==> src/rtl/cube_move_scheduler_if.sv <==
// Cube move scheduler bus: keycode capture inputs, datapath handshake and status.
// master = scheduler side, slave = SoC/datapath side.
interface cube_move_scheduler_if #(
  parameter int unsigned QDEPTH = 8
);
  localparam int unsigned CW = $clog2(QDEPTH + 1);

  logic [7:0]    keycode;
  logic          enable;
  logic          move_ready;
  logic          move_done;
  logic          move_valid;
  logic [3:0]    move_code;
  logic          busy;
  logic [CW-1:0] q_count;
  logic          prime_mode;
  logic          overflow;
  logic          fault;

  modport master (
    input  keycode, enable, move_ready, move_done,
    output move_valid, move_code, busy, q_count, prime_mode, overflow, fault
  );

  modport slave (
    output keycode, enable, move_ready, move_done,
    input  move_valid, move_code, busy, q_count, prime_mode, overflow, fault
  );
endinterface

==> src/rtl/cube_move_scheduler.sv <==
// Cube move scheduler: turns HID keycode presses into face-turn moves, queues
// them, and issues one move at a time to the cube datapath with a
// valid/ready handshake followed by a move_done wait (with timeout).
module cube_move_scheduler #(
  parameter int unsigned QDEPTH  = 8,
  parameter int unsigned TIMEOUT = 2000000
) (
  input logic                    clk_clk,
  input logic                    reset_reset_n,
  cube_move_scheduler_if.master  bus
);
  localparam int unsigned CW = $clog2(QDEPTH + 1);
  localparam int unsigned PW = $clog2(QDEPTH);
  localparam int unsigned TW = $clog2(TIMEOUT + 1);

  localparam logic [1:0] S_IDLE  = 2'd0;
  localparam logic [1:0] S_ISSUE = 2'd1;
  localparam logic [1:0] S_WAIT  = 2'd2;

  logic [7:0]    kc_q;
  logic          prime_q,  prime_d;
  logic          ovf_q,    ovf_d;
  logic          flt_q,    flt_d;
  logic [1:0]    state_q,  state_d;
  logic [3:0]    code_q,   code_d;
  logic [TW-1:0] tmr_q,    tmr_d;
  logic [CW-1:0] count_q,  count_d;
  logic [PW-1:0] wr_q,     wr_d;
  logic [PW-1:0] rd_q,     rd_d;
  logic [3:0]    mem_q [QDEPTH];

  logic       press, is_move, flush, toggle;
  logic [2:0] face;
  logic       full, pop, push_req, push, drop, timeout_hit;

  // Keycode decode: edge-detected press and key-to-face mapping
  always_comb begin
    press   = (bus.keycode != 8'h00) && (bus.keycode != kc_q);
    is_move = 1'b0;
    face    = 3'd0;
    case (bus.keycode)
      8'h18:   begin is_move = 1'b1; face = 3'd0; end
      8'h07:   begin is_move = 1'b1; face = 3'd1; end
      8'h0F:   begin is_move = 1'b1; face = 3'd2; end
      8'h15:   begin is_move = 1'b1; face = 3'd3; end
      8'h09:   begin is_move = 1'b1; face = 3'd4; end
      8'h05:   begin is_move = 1'b1; face = 3'd5; end
      default: begin is_move = 1'b0; face = 3'd0; end
    endcase
    flush    = press && (bus.keycode == 8'h2A);
    toggle   = press && (bus.keycode == 8'h2C);
    full     = (count_q == CW'(QDEPTH));
    pop      = (state_q == S_IDLE) && bus.enable && (count_q != '0);
    push_req = press && is_move && !flush;
    // A pop in the same cycle frees the slot the push needs.
    push     = push_req && (!full || pop);
    drop     = push_req && full && !pop;
  end

  // Queue pointer/count next-state; flush clears everything not yet popped
  always_comb begin
    wr_d    = wr_q;
    rd_d    = rd_q;
    count_d = count_q;
    if (flush) begin
      wr_d    = '0;
      rd_d    = '0;
      count_d = '0;
    end else begin
      if (push) wr_d = wr_q + 1'b1;
      if (pop)  rd_d = rd_q + 1'b1;
      case ({push, pop})
        2'b10:   count_d = count_q + 1'b1;
        2'b01:   count_d = count_q - 1'b1;
        default: count_d = count_q;
      endcase
    end
  end

  // Issue FSM next-state with move_done timeout
  always_comb begin
    state_d     = state_q;
    code_d      = code_q;
    tmr_d       = tmr_q;
    timeout_hit = 1'b0;
    case (state_q)
      S_IDLE: begin
        if (pop) begin
          code_d  = mem_q[rd_q];
          state_d = S_ISSUE;
        end
      end
      S_ISSUE: begin
        if (bus.move_ready) begin
          tmr_d   = '0;
          state_d = S_WAIT;
        end
      end
      S_WAIT: begin
        if (bus.move_done) begin
          state_d = S_IDLE;
        end else if (tmr_q == TW'(TIMEOUT - 1)) begin
          timeout_hit = 1'b1;
          state_d     = S_IDLE;
        end else begin
          tmr_d = tmr_q + 1'b1;
        end
      end
      default: state_d = S_IDLE;
    endcase
  end

  // Sticky flags and prime toggle; a timeout in the flush cycle still sets fault
  always_comb begin
    prime_d = prime_q ^ toggle;
    ovf_d   = (ovf_q && !flush) || drop;
    flt_d   = (flt_q && !flush) || timeout_hit;
  end

  // State registers
  always_ff @(posedge clk_clk or negedge reset_reset_n) begin
    if (!reset_reset_n) begin
      kc_q    <= '0;
      prime_q <= 1'b0;
      ovf_q   <= 1'b0;
      flt_q   <= 1'b0;
      state_q <= S_IDLE;
      code_q  <= '0;
      tmr_q   <= '0;
      count_q <= '0;
      wr_q    <= '0;
      rd_q    <= '0;
    end else begin
      kc_q    <= bus.keycode;
      prime_q <= prime_d;
      ovf_q   <= ovf_d;
      flt_q   <= flt_d;
      state_q <= state_d;
      code_q  <= code_d;
      tmr_q   <= tmr_d;
      count_q <= count_d;
      wr_q    <= wr_d;
      rd_q    <= rd_d;
    end
  end

  // Queue storage write
  always_ff @(posedge clk_clk) begin
    if (push) mem_q[wr_q] <= {prime_q, face};
  end

  assign bus.move_valid = (state_q == S_ISSUE);
  assign bus.move_code  = code_q;
  assign bus.busy       = (state_q != S_IDLE);
  assign bus.q_count    = count_q;
  assign bus.prime_mode = prime_q;
  assign bus.overflow   = ovf_q;
  assign bus.fault      = flt_q;
endmodule

==> src/flat_wrapper.sv <==
// flat-port wrapper written by rule: the top's interface ports become plain ports
module cube_move_scheduler_flat 
#(
  parameter int unsigned QDEPTH  = 8,
  parameter int unsigned TIMEOUT = 2000000
)
  (clk_clk, reset_reset_n, bus_keycode, bus_enable, bus_move_ready, bus_move_done, bus_move_valid, bus_move_code, bus_busy, bus_q_count, bus_prime_mode, bus_overflow, bus_fault);
  cube_move_scheduler_if #(.QDEPTH(QDEPTH)) bus_i ();
  input logic clk_clk;
  input logic reset_reset_n;
  input wire logic [$bits(bus_i.keycode)-1:0] bus_keycode;
  input wire logic [$bits(bus_i.enable)-1:0] bus_enable;
  input wire logic [$bits(bus_i.move_ready)-1:0] bus_move_ready;
  input wire logic [$bits(bus_i.move_done)-1:0] bus_move_done;
  output wire logic [$bits(bus_i.move_valid)-1:0] bus_move_valid;
  output wire logic [$bits(bus_i.move_code)-1:0] bus_move_code;
  output wire logic [$bits(bus_i.busy)-1:0] bus_busy;
  output wire logic [$bits(bus_i.q_count)-1:0] bus_q_count;
  output wire logic [$bits(bus_i.prime_mode)-1:0] bus_prime_mode;
  output wire logic [$bits(bus_i.overflow)-1:0] bus_overflow;
  output wire logic [$bits(bus_i.fault)-1:0] bus_fault;
  assign bus_i.keycode = bus_keycode;
  assign bus_i.enable = bus_enable;
  assign bus_i.move_ready = bus_move_ready;
  assign bus_i.move_done = bus_move_done;
  assign bus_move_valid = bus_i.move_valid;
  assign bus_move_code = bus_i.move_code;
  assign bus_busy = bus_i.busy;
  assign bus_q_count = bus_i.q_count;
  assign bus_prime_mode = bus_i.prime_mode;
  assign bus_overflow = bus_i.overflow;
  assign bus_fault = bus_i.fault;
  cube_move_scheduler #(.QDEPTH(QDEPTH), .TIMEOUT(TIMEOUT)) u_core (.clk_clk(clk_clk), .reset_reset_n(reset_reset_n), .bus(bus_i));
endmodule
==> config.mk <==
export PLATFORM = sky130hd
export DESIGN_NAME = cube_move_scheduler_flat
export DESIGN_NICKNAME = d
export VERILOG_FILES = /design/src/rtl/cube_move_scheduler_if.sv /design/src/rtl/cube_move_scheduler.sv /design/src/flat_wrapper.sv
export SDC_FILE = /design/constraint.sdc
export NUM_CORES = 1
export LEC_CHECK = 0
export BUFFER_PORTS_ARGS = -buffer_cell sky130_fd_sc_hd__clkbuf_2
export CELL_PAD_IN_SITES_DETAIL_PLACEMENT = 1
export CELL_PAD_IN_SITES_GLOBAL_PLACEMENT = 1
export CORE_UTILIZATION = 35
export CTS_BUF_LIST = sky130_fd_sc_hd__clkbuf_4
export DETAILED_ROUTE_END_ITERATION = 8
export PLACE_DENSITY = 0.68
export SKIP_LAST_GASP = 1
export SLEW_MARGIN = 20
export SYNTH_ARGS = -nofsm -noshare
export SYNTH_HDL_FRONTEND = slang
export SYNTH_SLANG_ARGS = --single-unit
==> constraint.sdc <==
create_clock -name clk_clk -period 3.62 [get_ports clk_clk]
set_clock_uncertainty 0.2 [all_clocks]
set_input_delay 0.362 -clock clk_clk [delete_from_list [all_inputs] [get_ports clk_clk]]
set_output_delay 0.362 -clock clk_clk [all_outputs]
set_load 0.02 [all_outputs]
==> flow_summary.json <==
{
  "period_share": 0.9030,
  "track_usage": 0.1586,
  "wl_per_cell_um": 16.51,
  "hold_viol": 0,
  "min_from": "bus_move_done",
  "dieArea_um2": 11350,
  "report.final.setup_viol": 0,
  "crit_path_top_delay_cell": "dlygate4sd3_1",
  "peakVddDrop_uv": 208.9,
  "rr_worst_depth": 11,
  "synthTopCellsByArea": "dfrtp_1, edfxtp_1, mux4_2, xor2_1, nor2_1",
  "areaGrowthSynthToFinish_pct": 14.03,
  "path_common_cell": "a21o_1",
  "vias": 2527,
  "syn_avg_cell_area_um2": 12.14,
  "worstPathArrival_ns": 3.45,
  "stdcell_area_um2": 4362,
  "p_switching_mw": 0.8951,
  "syn_area_um2": 3825,
  "hold_end": "u_core.bus.fault",
  "yosysTopAreaCell": "dfrtp_1",
  "antenna_cells": 0,
  "p_int_mw": 1.681,
  "dp_hpwl_um": 5709,
  "tritoncts": "done",
  "ff2ff_setup_slack_ns": 0.65,
  "path_cells": "dlygate4sd3_1 > clkbuf_2 > xor2_1 > nor4_1 > a22o_2 > o21a_4 > ha_1 > a21o_1 > a21o_1 > nand2_1 > nor3_1 > or4b_1 > o31ai_1",
  "yosys.area.top_type_share": 0.3140,
  "grt_antenna_before_repair": 0,
  "rr_startpoint": "u_core.kc_q[1]",
  "async_reset_ff_frac": 0.6000,
  "grt_max_degree": 38,
  "drc": 0,
  "synth_xor_area_frac": 0.05954,
  "pin_count": 26,
  "drt_pre_antenna_iters": 4,
  "whs_path_depth": 4,
  "crit_required_ns": 3.80,
  "period_needed_ns": 3.269,
  "crit_fanout": 11,
  "first_iter_violations": 91,
  "critPathKind": "in2reg",
  "synth_top_family_by_area": "simple AND/OR/NAND/NOR gates",
  "ctsRootBufferMaster": "clkbuf_4",
  "ys.flop_type": "dfrtp_1",
  "yosys.area_share.simple": 0.1812,
  "swShare": 0.3475,
  "path_buf_inv": 2,
  "cts-buffers-inserted": 9,
  "rows": 37,
  "fmax_mhz": 305.9,
  "worst_slew_margin_rel": 0.2671,
  "drive_gt1_frac": 0.1849,
  "muxShareOfSynthArea": 0.06019,
  "grt_pass1_wl_um": 13720,
  "tightestPinTransition_ns": 1.093,
  "end_kind": "register",
  "place_area_um2": 4084,
  "synth_compound_area_frac": 0.08799,
  "clk_pin_slew_ns": 0.15,
  "syn_inst": 315,
  "synth-edff-count": 32,
  "status": "finished, final reports clean",
  "synthAdderAreaFrac": 0.02159,
  "htreeDepth": 3,
  "timing.rr.end": "u_core.bus.q_count[3]",
  "synth_cell_type_count": 55,
  "drv_cap": 0,
  "finalSetupTns_ns": 0,
  "die_width_um": 106.5,
  "slowest_delay_ns": 0.54,
  "power.leakage_nw": 1.709,
  "clk_latency_ns": 0.45,
  "gp_congestion": 0.7319,
  "report.final.slew_viol_count": 0,
  "seqPwrFrac": 0.472,
  "placedCellCount": 467,
  "p_clk_frac": 0.257,
  "seq_area_frac_synth": 0.5653,
  "drt_wl_total_um": 8140,
  "viasPerCell": 5.126,
  "startpoint_type": "input port",
  "cts_num_sinks": 80,
  "crit_family": "simple AND/OR/NAND/NOR gates",
  "core_area_um2": 10460,
  "p_per_area_nw_per_um2": 590.6,
  "ant_nets": 0,
  "grt_pass1_vias": 2735,
  "layout.cells.non_filler": 493,
  "clk_path_buf_depth": 2,
  "final_nets": 371,
  "synth_nets": 334,
  "grt_setup_unrepaired": "false",
  "ys_ff_latch": 80,
  "die-height_um": 106.5,
  "grt.overflow.total": 0,
  "hold_path.class": "in2reg",
  "power_frac_comb": 0.271,
  "io_buffers": 25,
  "yosys_warnings": 0,
  "start_util": 0.3656
}
cell usage after synthesis (all sizes together) (2+ instances only):
| cell type | number |
|---|---|
| xor2 | 20 |
| mux4 | 8 |
| ha | 5 |
| or4b | 2 |
| and4b | 2 |
| nor4 | 5 |
| and4 | 2 |
| nand4 | 4 |
| nand2 | 24 |
| or4 | 2 |
| or2 | 2 |
| or3b | 3 |
| buf | 9 |
| and3 | 5 |
| nor2b | 4 |
| a21o | 3 |
| nor3b | 7 |
| clkbuf | 5 |
| nor4b | 3 |
| nand4b | 2 |
| nor3 | 12 |
| inv | 5 |
| nor2 | 25 |
| o21ai | 16 |
| nand3 | 9 |
| a211oi | 2 |
| o211ai | 3 |
| mux2i | 5 |
| o21a | 4 |
| edfxtp | 32 |
| a21oi | 12 |
| dfrtp | 48 |
| xnor2 | 6 |
| or3 | 6 |
| o31ai | 3 |
power groups by stage:
stage / registers (mW) / clock network (mW) / logic [mW]
floorplan: 1.21 / 0 / 0.513
global placement: 1.24 / 0 / 0.675
detailed placement: 1.24 / 0 / 0.698
CTS: 1.22 / 0.679 / 0.710
global route: 1.24 / 0.708 / 0.780
finish: 1.21 / 0.663 / 0.699
worst max-delay path by stage:
| stage | to | depth (start not counted) | slack, ns | startpoint |
|---|---|---|---|---|
| 2_1_floorplan | u_core.bus.q_count[3] | 13 | 0.68 | bus_keycode[1] |
| 3_3_place_gp | u_core.bus.q_count[3] | 12 | 0.39 | bus_keycode[2] |
| 3_5_place_dp | u_core.bus.q_count[3] | 12 | 0.29 | bus_keycode[1] |
| 4_1_cts | u_core.bus.q_count[3] | 13 | 0.25 | bus_keycode[1] |
| 5_1_grt | u_core.bus.q_count[3] | 13 | 0.13 | bus_keycode[1] |
| 6_report | u_core.bus.q_count[3] | 13 | 0.35 | bus_keycode[1] |
cells by family (layout without fill, tap and decap cells):
kind of cell / Yosys count / count (layout)
flops: 80 / 80
simple gates: 122 / 122
compound gates: 49 / 49
xor+xnor: 26 / 26
mux: 13 / 13
buf+inv: 19 / 61
fa+ha+maj: 6 / 6
registers in the layout, indices dropped and copies added (netlist names):
name,cells
u_core.bus.fault,1
u_core.bus.prime_mode,1
u_core.wr_q,3
u_core.tmr_q,21
u_core.state_q,2
u_core.kc_q,8
u_core.bus.move_code,4
u_core.mem_q,32
u_core.bus.overflow,1
u_core.bus.q_count,4
u_core.rd_q,3
repair_timing:
item / in CTS / in global routing
buffers inserted: 0 / 0
endpoints found under the setup margin: 0 / 1
hold buffers: 10 / 0
hold endpoints to repair: 45 / 0
resized for setup: 0 / 1
cell type report:
type	instances	area, um^2
Timing Repair Buffer	40	262.8
Multi-Input combinational cell	216	1572
Tap cell	136	170.2
Fill cell	1139	6101
Clock inverter	7	108.9
Inverter	5	18.77
Clock buffer	9	67.56
Sequential cell	80	2162
through the flow:
step	hold WS (ns)	worst slack [ns]	utilization	power, mW
6_report	0.05340	0.3510	0.4169	2.576
5_1_grt	0.03768	0.1282	0.4169	2.732
4_1_cts	0.03047	0.2548	0.4168	2.610
3_5_place_dp	0.2758	0.2930	0.3903	1.939
3_3_place_gp	0.2603	0.3869	0.3903	1.911
2_1_floorplan	-0.1336	0.6827	-	1.723
worst reg2reg max path, stage by stage (launching register included):
cell and delay (ns):
dfrtp_1 0.41, xor2_1 0.14, nor4_1 0.36, a22o_2 0.32, o21a_4 0.20, ha_1 0.23, a21o_1 0.15, a21o_1 0.18
nand2_1 0.08, nor3_1 0.05, or4b_1 0.50, o31ai_1 0.08
cell usage in the layout (no fill, tap or decap), drive strengths merged, types with 3 or more instances in the layout:
master	netlist	final
o211ai	3	3
or3	6	6
xnor2	6	6
and3	5	5
inv	5	10
nor2	25	25
dlygate4sd3	0	10
a21oi	12	12
nor4	5	5
nand3	9	9
a21o	3	3
clkbuf	5	33
nor3b	7	7
or3b	3	3
buf	9	6
nand2	24	24
o21ai	16	16
nor4b	3	3
o21a	4	4
xor2	20	20
nand4	4	4
ha	5	5
mux4	8	8
mux2i	5	5
nor3	12	12
o31ai	3	3
nor2b	4	4
dfrtp	48	48
edfxtp	32	32
per-layer routing:
layer / vias up / track usage / share of wire
met4: 0 / 0.06556 / 0.014
met3: 10 / 0.03188 / 0.026
li1: 1233 / - / -
met2: 33 / 0.2695 / 0.49
met1: 1251 / 0.1965 / 0.47
met5: - / 0 / 0
No activity file was read; power rests on OpenSTA's default activity.
